**src/rtl/gpio_input_conditioner.sv**
```systemverilog
`default_nettype none
// ============================================================================
//  Module      : gpio_input_conditioner
//  Description : Conditions raw board inputs before the GPIO register block
//                samples them. Each switch and GPIO bit goes through a 2-FF
//                synchroniser, a tick-based debounce filter and an edge-pulse
//                generator. GPIO bits configured as outputs are masked to 0.
//
//  Ports
//    clk          in   1       system clock
//    rst_n        in   1       asynchronous reset, active low
//    sw_pad_i     in   SW_W    raw switch levels, asynchronous
//    gpio_pad_i   in   GPIO_W  raw pin levels, asynchronous
//    gpio_dir_i   in   GPIO_W  pin direction from CSR (1 = output)
//    sw_o         out  SW_W    debounced switches
//    gpio_o       out  GPIO_W  debounced, direction-masked pins
//    sw_rise_o    out  SW_W    1-cycle pulse on each 0->1 change of sw_o
//    sw_fall_o    out  SW_W    1-cycle pulse on each 1->0 change of sw_o
//    gpio_edge_o  out  GPIO_W  1-cycle pulse on any change of gpio_o
//
//  Revision    : 1.0  initial release
// ============================================================================
module gpio_input_conditioner #(
    parameter int SW_W         = 4,
    parameter int GPIO_W       = 12,
    parameter int TICK_DIV     = 50000,
    parameter int STABLE_TICKS = 20
) (
    input  logic              clk,
    input  logic              rst_n,
    input  logic [SW_W-1:0]   sw_pad_i,
    input  logic [GPIO_W-1:0] gpio_pad_i,
    input  logic [GPIO_W-1:0] gpio_dir_i,
    output logic [SW_W-1:0]   sw_o,
    output logic [GPIO_W-1:0] gpio_o,
    output logic [SW_W-1:0]   sw_rise_o,
    output logic [SW_W-1:0]   sw_fall_o,
    output logic [GPIO_W-1:0] gpio_edge_o
);

    localparam int CW = $clog2(STABLE_TICKS) + 1;
    localparam int PW = (TICK_DIV > 1) ? $clog2(TICK_DIV) : 1;

    localparam logic [PW-1:0] c_pcnt_max  = PW'(TICK_DIV - 1);
    localparam logic [CW-1:0] c_cnt_last  = CW'(STABLE_TICKS - 1);

    // ------------------------------------------------------------------
    // Prescaler: one-cycle tick every TICK_DIV cycles. With TICK_DIV==1
    // the counter is pinned at 0 and the tick is permanently high.
    // ------------------------------------------------------------------
    logic [PW-1:0] r_pcnt;
    logic          w_tick;

    assign w_tick = (r_pcnt == c_pcnt_max);

    always_ff @(posedge clk or negedge rst_n) begin
        if (!rst_n) begin
            r_pcnt <= '0;
        end else if (w_tick) begin
            r_pcnt <= '0;
        end else begin
            r_pcnt <= r_pcnt + PW'(1);
        end
    end

    // ------------------------------------------------------------------
    // Two-stage synchronisers; only the second stage feeds the filters.
    // ------------------------------------------------------------------
    logic [SW_W-1:0]   r_sw_s1,   r_sw_s2;
    logic [GPIO_W-1:0] r_gpio_s1, r_gpio_s2;

    always_ff @(posedge clk or negedge rst_n) begin
        if (!rst_n) begin
            r_sw_s1   <= '0;
            r_sw_s2   <= '0;
            r_gpio_s1 <= '0;
            r_gpio_s2 <= '0;
        end else begin
            r_sw_s1   <= sw_pad_i;
            r_sw_s2   <= r_sw_s1;
            r_gpio_s1 <= gpio_pad_i;
            r_gpio_s2 <= r_gpio_s1;
        end
    end

    // ------------------------------------------------------------------
    // Debounce filters. The debounced-state register is the output
    // register itself, so the output follows the pad after the sync
    // stages plus STABLE_TICKS ticks with no extra pipeline stage.
    // Any cycle where the synchronised level equals the debounced state
    // clears the counter, so a glitch that returns early is discarded.
    // ------------------------------------------------------------------
    logic [SW_W-1:0]   r_sw_db,   w_sw_db_nxt;
    logic [GPIO_W-1:0] r_gpio_db, w_gpio_db_nxt;
    logic [CW-1:0]     r_sw_cnt     [SW_W];
    logic [CW-1:0]     w_sw_cnt_nxt [SW_W];
    logic [CW-1:0]     r_gpio_cnt     [GPIO_W];
    logic [CW-1:0]     w_gpio_cnt_nxt [GPIO_W];

    always_comb begin
        w_sw_db_nxt = r_sw_db;
        for (int i = 0; i < SW_W; i++) begin
            w_sw_cnt_nxt[i] = r_sw_cnt[i];
            if (r_sw_s2[i] == r_sw_db[i]) begin
                w_sw_cnt_nxt[i] = '0;
            end else if (w_tick && (r_sw_cnt[i] == c_cnt_last)) begin
                w_sw_db_nxt[i]  = r_sw_s2[i];
                w_sw_cnt_nxt[i] = '0;
            end else if (w_tick) begin
                w_sw_cnt_nxt[i] = r_sw_cnt[i] + CW'(1);
            end
        end
    end

    // Pins driven as outputs are held at db=0/cnt=0, which both masks
    // gpio_o on the cycle after dir rises and makes a later return to
    // input mode debounce from a clean 0 state.
    always_comb begin
        w_gpio_db_nxt = r_gpio_db;
        for (int i = 0; i < GPIO_W; i++) begin
            w_gpio_cnt_nxt[i] = r_gpio_cnt[i];
            if (gpio_dir_i[i]) begin
                w_gpio_db_nxt[i]  = 1'b0;
                w_gpio_cnt_nxt[i] = '0;
            end else if (r_gpio_s2[i] == r_gpio_db[i]) begin
                w_gpio_cnt_nxt[i] = '0;
            end else if (w_tick && (r_gpio_cnt[i] == c_cnt_last)) begin
                w_gpio_db_nxt[i]  = r_gpio_s2[i];
                w_gpio_cnt_nxt[i] = '0;
            end else if (w_tick) begin
                w_gpio_cnt_nxt[i] = r_gpio_cnt[i] + CW'(1);
            end
        end
    end

    always_ff @(posedge clk or negedge rst_n) begin
        if (!rst_n) begin
            r_sw_db   <= '0;
            r_gpio_db <= '0;
            for (int i = 0; i < SW_W; i++) begin
                r_sw_cnt[i] <= '0;
            end
            for (int i = 0; i < GPIO_W; i++) begin
                r_gpio_cnt[i] <= '0;
            end
        end else begin
            r_sw_db   <= w_sw_db_nxt;
            r_gpio_db <= w_gpio_db_nxt;
            for (int i = 0; i < SW_W; i++) begin
                r_sw_cnt[i] <= w_sw_cnt_nxt[i];
            end
            for (int i = 0; i < GPIO_W; i++) begin
                r_gpio_cnt[i] <= w_gpio_cnt_nxt[i];
            end
        end
    end

    // ------------------------------------------------------------------
    // Edge pulses: compare the output register with its value one cycle
    // earlier, registered, so a pulse appears in the cycle after the
    // output change and lasts exactly one cycle.
    // ------------------------------------------------------------------
    logic [SW_W-1:0]   r_sw_prev,   r_sw_rise, r_sw_fall;
    logic [GPIO_W-1:0] r_gpio_prev, r_gpio_edge;

    always_ff @(posedge clk or negedge rst_n) begin
        if (!rst_n) begin
            r_sw_prev   <= '0;
            r_sw_rise   <= '0;
            r_sw_fall   <= '0;
            r_gpio_prev <= '0;
            r_gpio_edge <= '0;
        end else begin
            r_sw_prev   <= r_sw_db;
            r_sw_rise   <= r_sw_db & ~r_sw_prev;
            r_sw_fall   <= ~r_sw_db & r_sw_prev;
            r_gpio_prev <= r_gpio_db;
            r_gpio_edge <= r_gpio_db ^ r_gpio_prev;
        end
    end

    assign sw_o        = r_sw_db;
    assign gpio_o      = r_gpio_db;
    assign sw_rise_o   = r_sw_rise;
    assign sw_fall_o   = r_sw_fall;
    assign gpio_edge_o = r_gpio_edge;

endmodule
`default_nettype wire

```
**config.mk**
```make
export PLATFORM = sky130hd
export DESIGN_NAME = gpio_input_conditioner
export DESIGN_NICKNAME = d
export VERILOG_FILES = /design/src/rtl/gpio_input_conditioner.sv
export SDC_FILE = /design/constraint.sdc
export NUM_CORES = 1
export LEC_CHECK = 0
export ABC_AREA = 1
export BUFFER_PORTS_ARGS = -buffer_cell sky130_fd_sc_hd__buf_4
export CAP_MARGIN = 20
export CELL_PAD_IN_SITES_DETAIL_PLACEMENT = 1
export CELL_PAD_IN_SITES_GLOBAL_PLACEMENT = 2
export CORE_ASPECT_RATIO = 0.6
export CORE_MARGIN = 2
export CORE_UTILIZATION = 40
export DETAILED_ROUTE_END_ITERATION = 12
export MAX_ROUTING_LAYER = met4
export PLACE_DENSITY = 0.95
export REMOVE_ABC_BUFFERS = 1
export SLEW_MARGIN = 20
export SYNTH_ARGS = -nofsm -noshare
export SYNTH_HDL_FRONTEND = slang
export SYNTH_SLANG_ARGS = --single-unit
```
**constraint.sdc**
```tcl
create_clock -name clk -period 4.7 [get_ports clk]
set_input_delay 0.94 -clock clk [delete_from_list [all_inputs] [get_ports clk]]
set_output_delay 0.94 -clock clk [all_outputs]
set_load 0.05 [all_outputs]
```
==> results of run 1 <==
==> per-layer routing <==
metal,vias up,routed length (um),global-route usage [%]
li1,3449,-,-
met1,3442,10910,27.92
met2,73,9009,28.59
met3,21,640,4.356
met4,0,282,5.263
met5,-,0,-
==> power by group through the flow <==
stage	combinational (mW)	clock, mW	sequential, mW
global placement	0.116	0	1.74
detailed placement	0.118	0	1.74
global route	0.133	1.57	1.71
finish	0.114	1.45	1.71
floorplan	0.0461	0	1.74
CTS	0.118	1.49	1.71
==> through the flow <==
stage	worst slack (ns)	hold slack, ns	power (mW)
floorplan	2.536	0.3312	1.783
global placement	1.816	0.3326	1.854
detailed placement	1.696	0.3356	1.857
CTS	1.706	0.3531	3.314
global route	1.322	0.3579	3.409
finish	1.749	0.3498	3.270
==> registers in the layout, summed over array words and instances (netlist names), 12 cells and up <==
name	count
gpio_edge_o	12
gpio_o	12
r_gpio_cnt	72
r_gpio_prev	12
r_gpio_s1	12
r_gpio_s2	12
r_pcnt	16
r_sw_cnt	24
==> area by class of cell <==
type | instances | area (um^2)
Inverter | 125 | 471.7
Fill cell | 2621 | 11640
Clock buffer | 20 | 466.7
Tap cell | 286 | 357.8
Timing Repair Buffer | 68 | 529.3
Clock inverter | 12 | 108.9
Sequential cell | 196 | 4905
Multi-Input combinational cell | 701 | 3538
==> cell usage after synthesis (10+ instances only) <==
cell | n | area (um^2)
nor2_1 | 106 | 397.9
a21oi_1 | 23 | 115.1
xor2_1 | 42 | 367.9
or2_2 | 10 | 62.56
xnor2_1 | 13 | 113.9
nand4_1 | 15 | 93.84
nand3b_1 | 14 | 105.1
o21ai_1 | 35 | 175.2
nand2_1 | 252 | 945.9
dfrtp_1 | 196 | 4905
inv_1 | 115 | 431.7
o21ai_0 | 35 | 175.2
nor3b_1 | 10 | 75.07
ha_1 | 17 | 212.7
and3_1 | 10 | 62.56
nand3_1 | 92 | 460.4
==> how the worst min path moves through the flow <==
stage / startpoint / to / depth (start not counted)
5_1_grt: r_sw_s1[2] / r_sw_s2[2] / 0
6_report: r_gpio_s1[5] / r_gpio_s2[5] / 0
3_5_place_dp: r_gpio_s1[4] / r_gpio_s2[4] / 0
2_1_floorplan: r_gpio_s1[0] / r_gpio_s2[0] / 0
4_1_cts: r_gpio_s1[5] / r_gpio_s2[5] / 0
3_3_place_gp: r_gpio_s1[5] / r_gpio_s2[5] / 0
==> logic make-up (layout without fill, tap and decap cells) <==
group,Yosys count,after routing,share of synthesized area [%]
AOI/OAI and AO/OA,100,100,5.730
xor gates and xnor gates,55,55,5.367
adders and majority gates,17,17,2.370
buffers and inverters,134,225,5.925
DFF,196,196,54.65
and+or+nand+nor,529,529,25.96
==> impl_results.md, run 1 <==
* FFs w/ async S/R, synth at 100.0%
* Root buffer cell: clkbuf_16
* Pint at 2.475 mW
* Maximum operating frequency at 338.9 MHz
* H-tree Lvls at 4
* CP arrival at 3.32 ns
* Family with the most delay on the worst path: simple AND/OR/NAND/NOR gates
* RSZ-0062 raised after global routing: no
* Layout cells sized above 1 at 11.68%
* CP max FO at 44
* Clk pwr share at 44.3%
* Post-synthesis average cell area at 8.705 um^2
* Fin crit share at 62.79%
* WP depth at 9
* Critical Path Max Stage Delay at 0.72 ns
* Crit. End Element: flip-flop
* TritonCTS buffer count at 17
* Ys flop type: dfrtp_1
* Comb power frac at 3.5%
* Setup violations, final at 0
* Synth Warn # at 0
* Reg2reg setup slack at 1.75 ns
* Drt wl/cell at 14.80 um
* Setup_tns at 0 ns
* Die width at 197.4 um
* Post-Place Cells at 1376
* Largest net degree at the start of global routing at 113
* Clock Tree Buf Depth at 2
* Die ar. at 23690 um^2
* #FFs+latches synth at 196
* Crit. Startpoint: r_pcnt[8]
* NetSw at 794.4 uW
* WP buf/inv at 3
* Max-cap viol count at 0
* Run status: complete, no violations
* Setup Buffers After CTS at 0
* Lkg Pwr at 5.356 nW
* Post-Syn Area at 8975 um^2
* Worst-path cell chain: nand2_1 > clkinv_2 > nand2_2 > nor2_4 > nand2_4 > clkinv_2 > nor2_1 > inv_1 > o21ai_0
* Switch share at 24.30%
* Port Buffers at 65
* Seq pwr share at 52.2%
* ANT nets after route at 0
* Clk sinks at 196
* Drt first-iter violations at 379
* Final cell utilization of the core at 47.13%
* Mapped Cells at 1031
* Crit path kind: reg2reg
* Worst VDD drop at 0.0002813 V
* Most common cell after layout, fill and taps aside: nand2_1
* Tmin final at 2.951 ns
* Skew-Pair Late Insertion Delay at 0.46 ns
* Final std cells w/o fill at 1408
* Hold_buf cts at 0
* EDFF count, synth at 0
* Final Max Slew Viols at 0
* Starting density of the core at 40.76%
* Seq/Total Area, Yosys at 54.65%
* Die Height at 120.0 um
* Worst-path clk slew at 0.08 ns
* Min-Delay Path Class: reg2reg
* Initial antenna violation count at 0
* Post-DP HPWL at 14.42 mm
* Vias in the first global route at 7213
* Diodes inserted at 0
* Reg2reg path depth at 9
* Final WL at 20.85 mm
* Most frequent CP cell: clkinv_2
* Most frequent cells in the layout: 252 x nand2_1, 196 x dfrtp_1, 115 x inv_1, 106 x nor2_1, 92 x nand3_1
* Pwr Density at 315.1 nW/um^2
* Dpl cell area at 9802 um^2
* Io pins at 66
* Fin area at 10380 um^2
* Crit start category: flip-flop
* Post-synthesis cell type count at 34
* CP max-delay cell: clkinv_2
* Final Hold Viols at 0
* DRC Markers at 0
* Slew headroom at 38.53%
* # rows at 42
* Crit path to: r_sw_cnt[21]
* Final RePlAce weighted congestion at 0.7968
* Final #Nets at 1156
* CTS tree: built
* Core Box Area at 22020 um^2
* Crit Reg-Reg Startpoint: r_pcnt[8]
* WP data required at 5.07 ns
* Total number of vias at 6985
* Total GRT Usage at 19.70%
* Layout area overhead at 15.63%
* Vias/cell at 4.961
* Crit Reg-Reg Endpoint: r_sw_cnt[21]
* First-pass DRT Iterations at 4
* Global route overflow at 0
* CTS-repair resized insts at 0
* Slew @ Worst Pin at 0.9221 ns
* First-pass GRT wire length at 36.07 mm
* Final setup skew at 0.01946 ns
No activity file was read; power rests on OpenSTA's default activity.
==> run 2: changes to the inputs <==
Settings changed: CORE_UTILIZATION 40 to 34, PLACE_DENSITY 0.95 to 0.87.
Clock period 4.7 ns to 2.6 ns, I/O delays scaled along.
==> impl_results.md, run 2 (synthesized netlist as in run 1, its figures left out) <==
* WP data required at 2.96 ns (-2.11 ns)
* Crit Reg-Reg Endpoint: r_sw_cnt[16]
* Most frequent cells in the layout: 252 x nand2_1, 196 x dfrtp_1, 115 x inv_1, 106 x nor2_1, 92 x nand3_1
* Diodes inserted at 0 (unchanged)
* Final WL at 20.81 mm (-0.18%)
* Run status: complete, no violations
* CTS tree: built
* Io pins at 66 (unchanged)
* First-pass GRT wire length at 35.13 mm (-2.6%)
* Pwr Density at 567.9 nW/um^2 (+80%)
* Fin area at 10560 um^2 (+1.8%)
* Skew-Pair Late Insertion Delay at 0.45 ns (about the same)
* Final Max Slew Viols at 0 (unchanged)
* H-tree Lvls at 4 (unchanged)
* Dpl cell area at 9972 um^2 (+1.7%)
* Power consumption at 5.997 mW (+83%)
* Layout area overhead at 17.68%
* CP arrival at 2.52 ns (-0.80 ns)
* Final #Nets at 1163 (+0.61%)
* Layout cells sized above 1 at 12.05% (+0.37 points)
* Worst-path clk slew at 0.07 ns (about the same)
* Reg with most FFs: r_gpio_cnt
* Max-cap viol count at 0 (unchanged)
* Root buffer cell: clkbuf_16
* Worst VDD drop at 0.0003298 V (+17%)
* Drt first-iter violations at 323 (-15%)
* DRC Markers at 0 (unchanged)
* Final std cells w/o fill at 1489 (+5.8%)
* Vias in the first global route at 6994 (-3.0%)
* Clk sinks at 196 (unchanged)
* Total GRT Usage at 16.52% (-3.2 points)
* ANT nets after route at 0 (unchanged)
* Final RePlAce weighted congestion at 0.7807 (-2.0%)
* Slew @ Worst Pin at 0.5843 ns (-0.3377 ns)
* Setup Buffers After CTS at 0 (unchanged)
* Hold_buf cts at 0 (unchanged)
* Biggest regs: r_gpio_cnt x72, r_sw_cnt x24, r_pcnt x16
* Final Hold Viols at 0 (unchanged)
* RSZ-0062 raised after global routing: no
* Crit start category: flip-flop
* Crit Reg-Reg Startpoint: r_pcnt[0]
* Die width at 213.8 um (+8.3%)
* Lkg Pwr at 5.409 nW (+0.97%)
* Tmin final at 2.152 ns (-0.7990 ns)
* Crit path kind: reg2reg
* Post-Place Cells at 1457 (+5.9%)
* Die ar. at 27760 um^2 (+17%)
* Setup violations, final at 0 (unchanged)
* Setup_tns at 0 ns (unchanged)
* Port Buffers at 65 (unchanged)
* Reg2reg path depth at 8 (-1)
* Placement Setup Slack at 0.4503 ns (-1.246 ns)
* First-pass DRT Iterations at 4 (unchanged)
* Crit. End Element: flip-flop
* Vias/cell at 4.660 (-6.1%)
* CTS-repair resized insts at 0 (unchanged)
* Die Height at 129.9 um (+8.2%)
* Clock Tree Buf Depth at 2 (unchanged)
* Largest net degree at the start of global routing at 60 (-47%)
* Slew headroom at 60.91% (+22 points)
* Maximum operating frequency at 464.7 MHz (+37%)
* Reg2reg setup slack at 0.45 ns (-1.30 ns)
* Post-DP HPWL at 14.68 mm (+1.9%)
* Fin crit share at 82.77% (+20 points)
* Initial antenna violation count at 0 (unchanged)
* Global route overflow at 0 (unchanged)
* Total number of vias at 6939 (-0.66%)
* Most common cell after layout, fill and taps aside: nand2_1
* Starting density of the core at 34.27% (-6.5 points)
* CP max FO at 22 (-50%)
* Max reg flops at 72 (unchanged)
* TritonCTS buffer count at 17 (unchanged)
* Core Box Area at 26190 um^2 (+19%)
* # rows at 46 (+9.5%)
* Final setup skew at 0.01145 ns (-0.008007 ns)
* Drt wl/cell at 13.97 um (-5.6%)
* Min setup slack post-route at 0.4481 ns (-1.301 ns)
* Min-Delay Path Class: in2async
==> run 2: worst max-delay path by stage <==
stage                     startpoint            to  slack (ns)  cells past startpoint
after CTS                  r_pcnt[0]  r_sw_cnt[13]        0.43                      8
after global placement     r_pcnt[0]  r_sw_cnt[15]        0.54                      7
final                      r_pcnt[0]  r_sw_cnt[16]        0.45                      8
after global routing       r_pcnt[0]  r_sw_cnt[13]        0.19                      8
after detailed placement   r_pcnt[0]  r_sw_cnt[16]        0.45                      8
after floorplan            r_pcnt[0]  r_sw_cnt[15]        0.44                      7
==> run 2: layer usage <==
metal	GRT usage, %	vias up	wire length (um)	share of wire, %
met1	23.88	3381	11240	54
met2	23.36	79	8735	42
met3	4.380	13	698	3.4
li1	-	3466	-	-
met5	-	-	0	0
met4	3.023	0	134	0.64
==> run 2: layout make-up <==
class | count | area (um^2)
clock buffers | 20 | 446.7
multi-input cells | 701 | 3538
flip-flops and latches | 196 | 4905
inverters | 125 | 471.7
well taps | 360 | 450.4
repair buffers | 75 | 606.8
fillers | 3080 | 15630
clock inverters | 12 | 142.6
==> run 2: report_power, final <==
part / switching [mW] / leakage (nW) / internal, mW
combinational: 0.146 / 2.47 / 0.0676
clock: 1.23 / 0.291 / 1.47
sequential: 0.0128 / 2.65 / 3.07
==> run 2: through the flow <==
step / util [%] / hold slack (ns)
4_1_cts: 40.33 / 0.05518
5_1_grt: 40.33 / 0.06520
6_report: 40.33 / 0.05427
3_5_place_dp: 38.08 / 0.3356
3_3_place_gp: 38.08 / 0.3331
2_1_floorplan: - / 0.2244
==> run 2: critical path, stage by stage, from the launching register on <==
cell and delay, ns:
dfrtp_1 0.40, ha_1 0.24, nand3_1 0.15, nor2_2 0.08, nand2_4 0.16, clkinv_2 0.37, nor2_1 0.49, nand2_1 0.08
o21ai_1 0.10
==> run 3: changes to the inputs <==
Settings changed: ABC_AREA 1 to 0, CORE_UTILIZATION 34 to 40, PLACE_DENSITY 0.87 to 0.91.
Clock period 2.6 ns to 2 ns, I/O delays scaled along.
==> impl_results.md, run 3 <==
* Run status: finished, violations left
* Violated checks: setup timing
* Fin crit share at 100.7% (+18 points)
* Post-Place Cells at 1145 (-21%)
* Crit Reg-Reg Endpoint: r_gpio_cnt[59]
* Pwr Density at 707.9 nW/um^2 (+25%)
* DRC Markers at 0 (unchanged)
* Critical Path Max Stage Delay at 0.51 ns (+0.02 ns)
* Setup violations, final at 5 (+5)
* Power consumption at 7.639 mW (+27%)
* Post-DP HPWL at 13.27 mm (-9.6%)
* Initial antenna violation count at 0 (unchanged)
* CTS tree: built
* CP arrival at 2.38 ns (-0.14 ns)
* Min setup slack post-route at -0.01310 ns (-0.4612 ns)
* Ys flop type: dfrtp_1
* Core Box Area at 20930 um^2 (-20%)
* Layout area overhead at 26.73%
* Slew headroom at 45.30% (-16 points)
* Lkg Pwr at 4.696 nW (-13%)
* Yosys top cell area share at 57.60% (+2.9 points)
* # rows at 41 (-11%)
* Hold_sp: gpio_pad_i[7]
* Synth Warn # at 0 (unchanged)
* Max-cap viol count at 0 (unchanged)
* Most frequent cells in the layout: 196 x dfrtp_1, 96 x buf_4, 90 x nand2_1, 60 x a21oi_1, 37 x nand3_1
* Setup_tns at -0.03842 ns (-0.03842 ns)
* Post-Syn Area at 8516 um^2 (-5.1%)
* Mapped Cells at 789 (-23%)
* Post-synthesis average cell area at 10.79 um^2 (+24%)
* GR Layer Usage met2 at 29.38% (+6.0 points)
* Root buffer cell: clkbuf_16
* WP buf/inv at 2 (+1)
* Global route overflow at 0 (unchanged)
* Gr busiest metal: met2
* Drt first-iter violations at 372 (+15%)
* Crit Reg-Reg Startpoint: r_pcnt[11]
* Starting density of the core at 40.69% (+6.4 points)
* RSZ-0062 raised after global routing: yes
* Worst-path cell chain: nor4b_4 > nand4b_4 > buf_8 > buf_12 > or4_4 > a21oi_2
* Dominant cells by area after synthesis: dfrtp_1 58%, a21oi_1 5.2%, or4_1 4.1%
* Largest net degree at the start of global routing at 57 (-5.0%)
* Tmin final at 2.013 ns (-0.1388 ns)
* Worst VDD drop at 0.0005782 V (+75%)
* Port Buffers at 65 (unchanged)
* GR Util met3 at 3.399% (-0.98 points)
* Vias in the first global route at 6761 (-3.3%)
* Die ar. at 22510 um^2 (-19%)
* Crit. Startpoint: r_pcnt[11]
* Reg2reg setup slack at -0.01 ns (-0.46 ns)
* Biggest regs: r_gpio_cnt x72, r_sw_cnt x24, r_pcnt x16
* Die width at 192.4 um (-10%)
* CP max FO at 17 (-23%)
* Worst-path clk slew at 0.08 ns (about the same)
* Layout cells sized above 1 at 26.43% (+14 points)
* Final std cells w/o fill at 1191 (-20%)
* Crit path kind: reg2reg
* Seq/Total Area, Yosys at 57.60% (+2.9 points)
* TritonCTS buffer count at 17 (unchanged)
* EDFF count, synth at 0 (unchanged)
* Clock Tree Buf Depth at 2 (unchanged)
* Yosys top cell by area: dfrtp_1
* Hold Path Sink: r_gpio_s1[7]
* Hold depth at 1
* Die Height at 117.0 um (-9.9%)
* Crit start category: flip-flop
* Dpl cell area at 9618 um^2 (-3.6%)
* First-pass GRT wire length at 34.07 mm (-3.0%)
* Total number of vias at 6539 (-5.8%)
* Synth cell count leaders: 196 x dfrtp_1, 90 x nand2_1, 88 x a21oi_1, 46 x or4_1, 37 x nand3_1
* Family with the most delay on the worst path: simple AND/OR/NAND/NOR gates
* Io pins at 66 (unchanged)
* Max reg flops at 72 (unchanged)
* Clk sinks at 196 (unchanged)
* WP data required at 2.37 ns (-0.59 ns)
* Post-synthesis cell type count at 45 (+32%)
* #FFs+latches synth at 196 (unchanged)
* Placement Setup Slack at -0.03795 ns (-0.4882 ns)
* GRT met1 Usage at 27.76% (+3.9 points)
* Final #Nets at 946 (-19%)
* Drt wl/cell at 17.77 um (+27%)
* Crit. End Element: flip-flop
* Final WL at 21.17 mm (+1.7%)
* Total GRT Usage at 19.67% (+3.1 points)
* FFs w/ async S/R, synth at 100.0% (unchanged)
* Diodes inserted at 0 (unchanged)
* Fill count at 2228 (-28%)
* Slew @ Worst Pin at 0.8146 ns (+0.2303 ns)
* Skew-Pair Late Insertion Delay at 0.44 ns (about the same)
* Fin area at 10790 um^2 (+2.2%)
* Final setup skew at 0.01189 ns (+0.0004439 ns)
* Final Hold Viols at 0 (unchanged)
* Reg2reg path depth at 6 (-2)
* ANT nets after route at 0 (unchanged)
* CP max-delay cell: or4_4
* H-tree Lvls at 4 (unchanged)
* Reg with most FFs: r_gpio_cnt
* Min-Delay Path Class: in2reg
* Most common cell after layout, fill and taps aside: dfrtp_1
* Final Max Slew Viols at 0 (unchanged)
* Final RePlAce weighted congestion at 0.7575 (-3.0%)
* Most common cell in the synthesized netlist: dfrtp_1
* First-pass DRT Iterations at 6 (+2)
* Maximum operating frequency at 496.7 MHz (+6.9%)
* Vias/cell at 5.490 (+18%)
==> run 3: cell type report <==
type,count,area (um^2),area share [%]
Timing Repair Buffer,117,1111,10.30
Clock buffer,17,425.4,3.942
Clock inverter,15,145.1,1.345
Tap cell,279,349.1,3.235
Multi-Input combinational cell,535,3736,34.62
Inverter,32,120.1,1.113
Sequential cell,196,4905,45.45
==> run 3: metrics by stage <==
step           util (%)  hold WS, ns
2_1_floorplan         -       0.1044
3_3_place_gp      45.95       0.3325
3_5_place_dp      45.95       0.3363
4_1_cts           49.35      0.03746
5_1_grt           51.56      0.03360
6_report          51.56      0.05483
==> run 3: repair_timing <==
item,4_1_cts,5_1_grt
resized for setup,1,101
buffers inserted,4,4
endpoints found under the hold margin,48,0
setup endpoints to repair,16,45
cloned,3,3
hold buffers,1,0
pin swaps,1,40
==> run 3: worst reg2reg max path, delay by kind of cell, from the launching register on <==
kind,cells,cell delay (ns)
buffers and inverters,2,0.33
AO/OA/AOI/OAI,1,0.13
AND/OR/NAND/NOR,3,1.06
flip-flops,1,0.42
==> run 3: how the worst max path moves through the flow <==
| stage | to | slack [ns] | cells past startpoint |
|---|---|---|---|
| 5_1_grt | r_sw_cnt[5] | -0.12 | 6 |
| 3_3_place_gp | r_gpio_cnt[23] | 0.06 | 5 |
| 4_1_cts | r_sw_cnt[5] | -0.02 | 6 |
| 3_5_place_dp | r_gpio_cnt[41] | -0.04 | 5 |
| 2_1_floorplan | r_sw_cnt[21] | -0.85 | 5 |
| 6_report | r_gpio_cnt[59] | -0.01 | 6 |
==> run 3: cells by family after synthesis <==
logic type,count (synthesis),synth area share (%)
AOI/OAI and AO/OA,185,12.97
xor gates and xnor gates,41,4.217
adders and majority gates,17,2.498
buffers and inverters,58,2.909
DFF,196,57.60
muxes,4,0.5289
and+or+nand+nor,288,19.28
==> run 3: report_power, final <==
group | internal, mW | switching (mW) | total [mW]
Combinational | 0.0756 | 0.153 | 0.229
Clock | 1.75 | 1.65 | 3.40
Sequential | 3.99 | 0.0163 | 4.01
==> run 3: per-layer routing <==
metal / wire (um) / vias up
li1: - / 3074
met1: 10640 / 3366
met2: 9691 / 82
met3: 613 / 17
met4: 216 / 0
met5: 0 / -
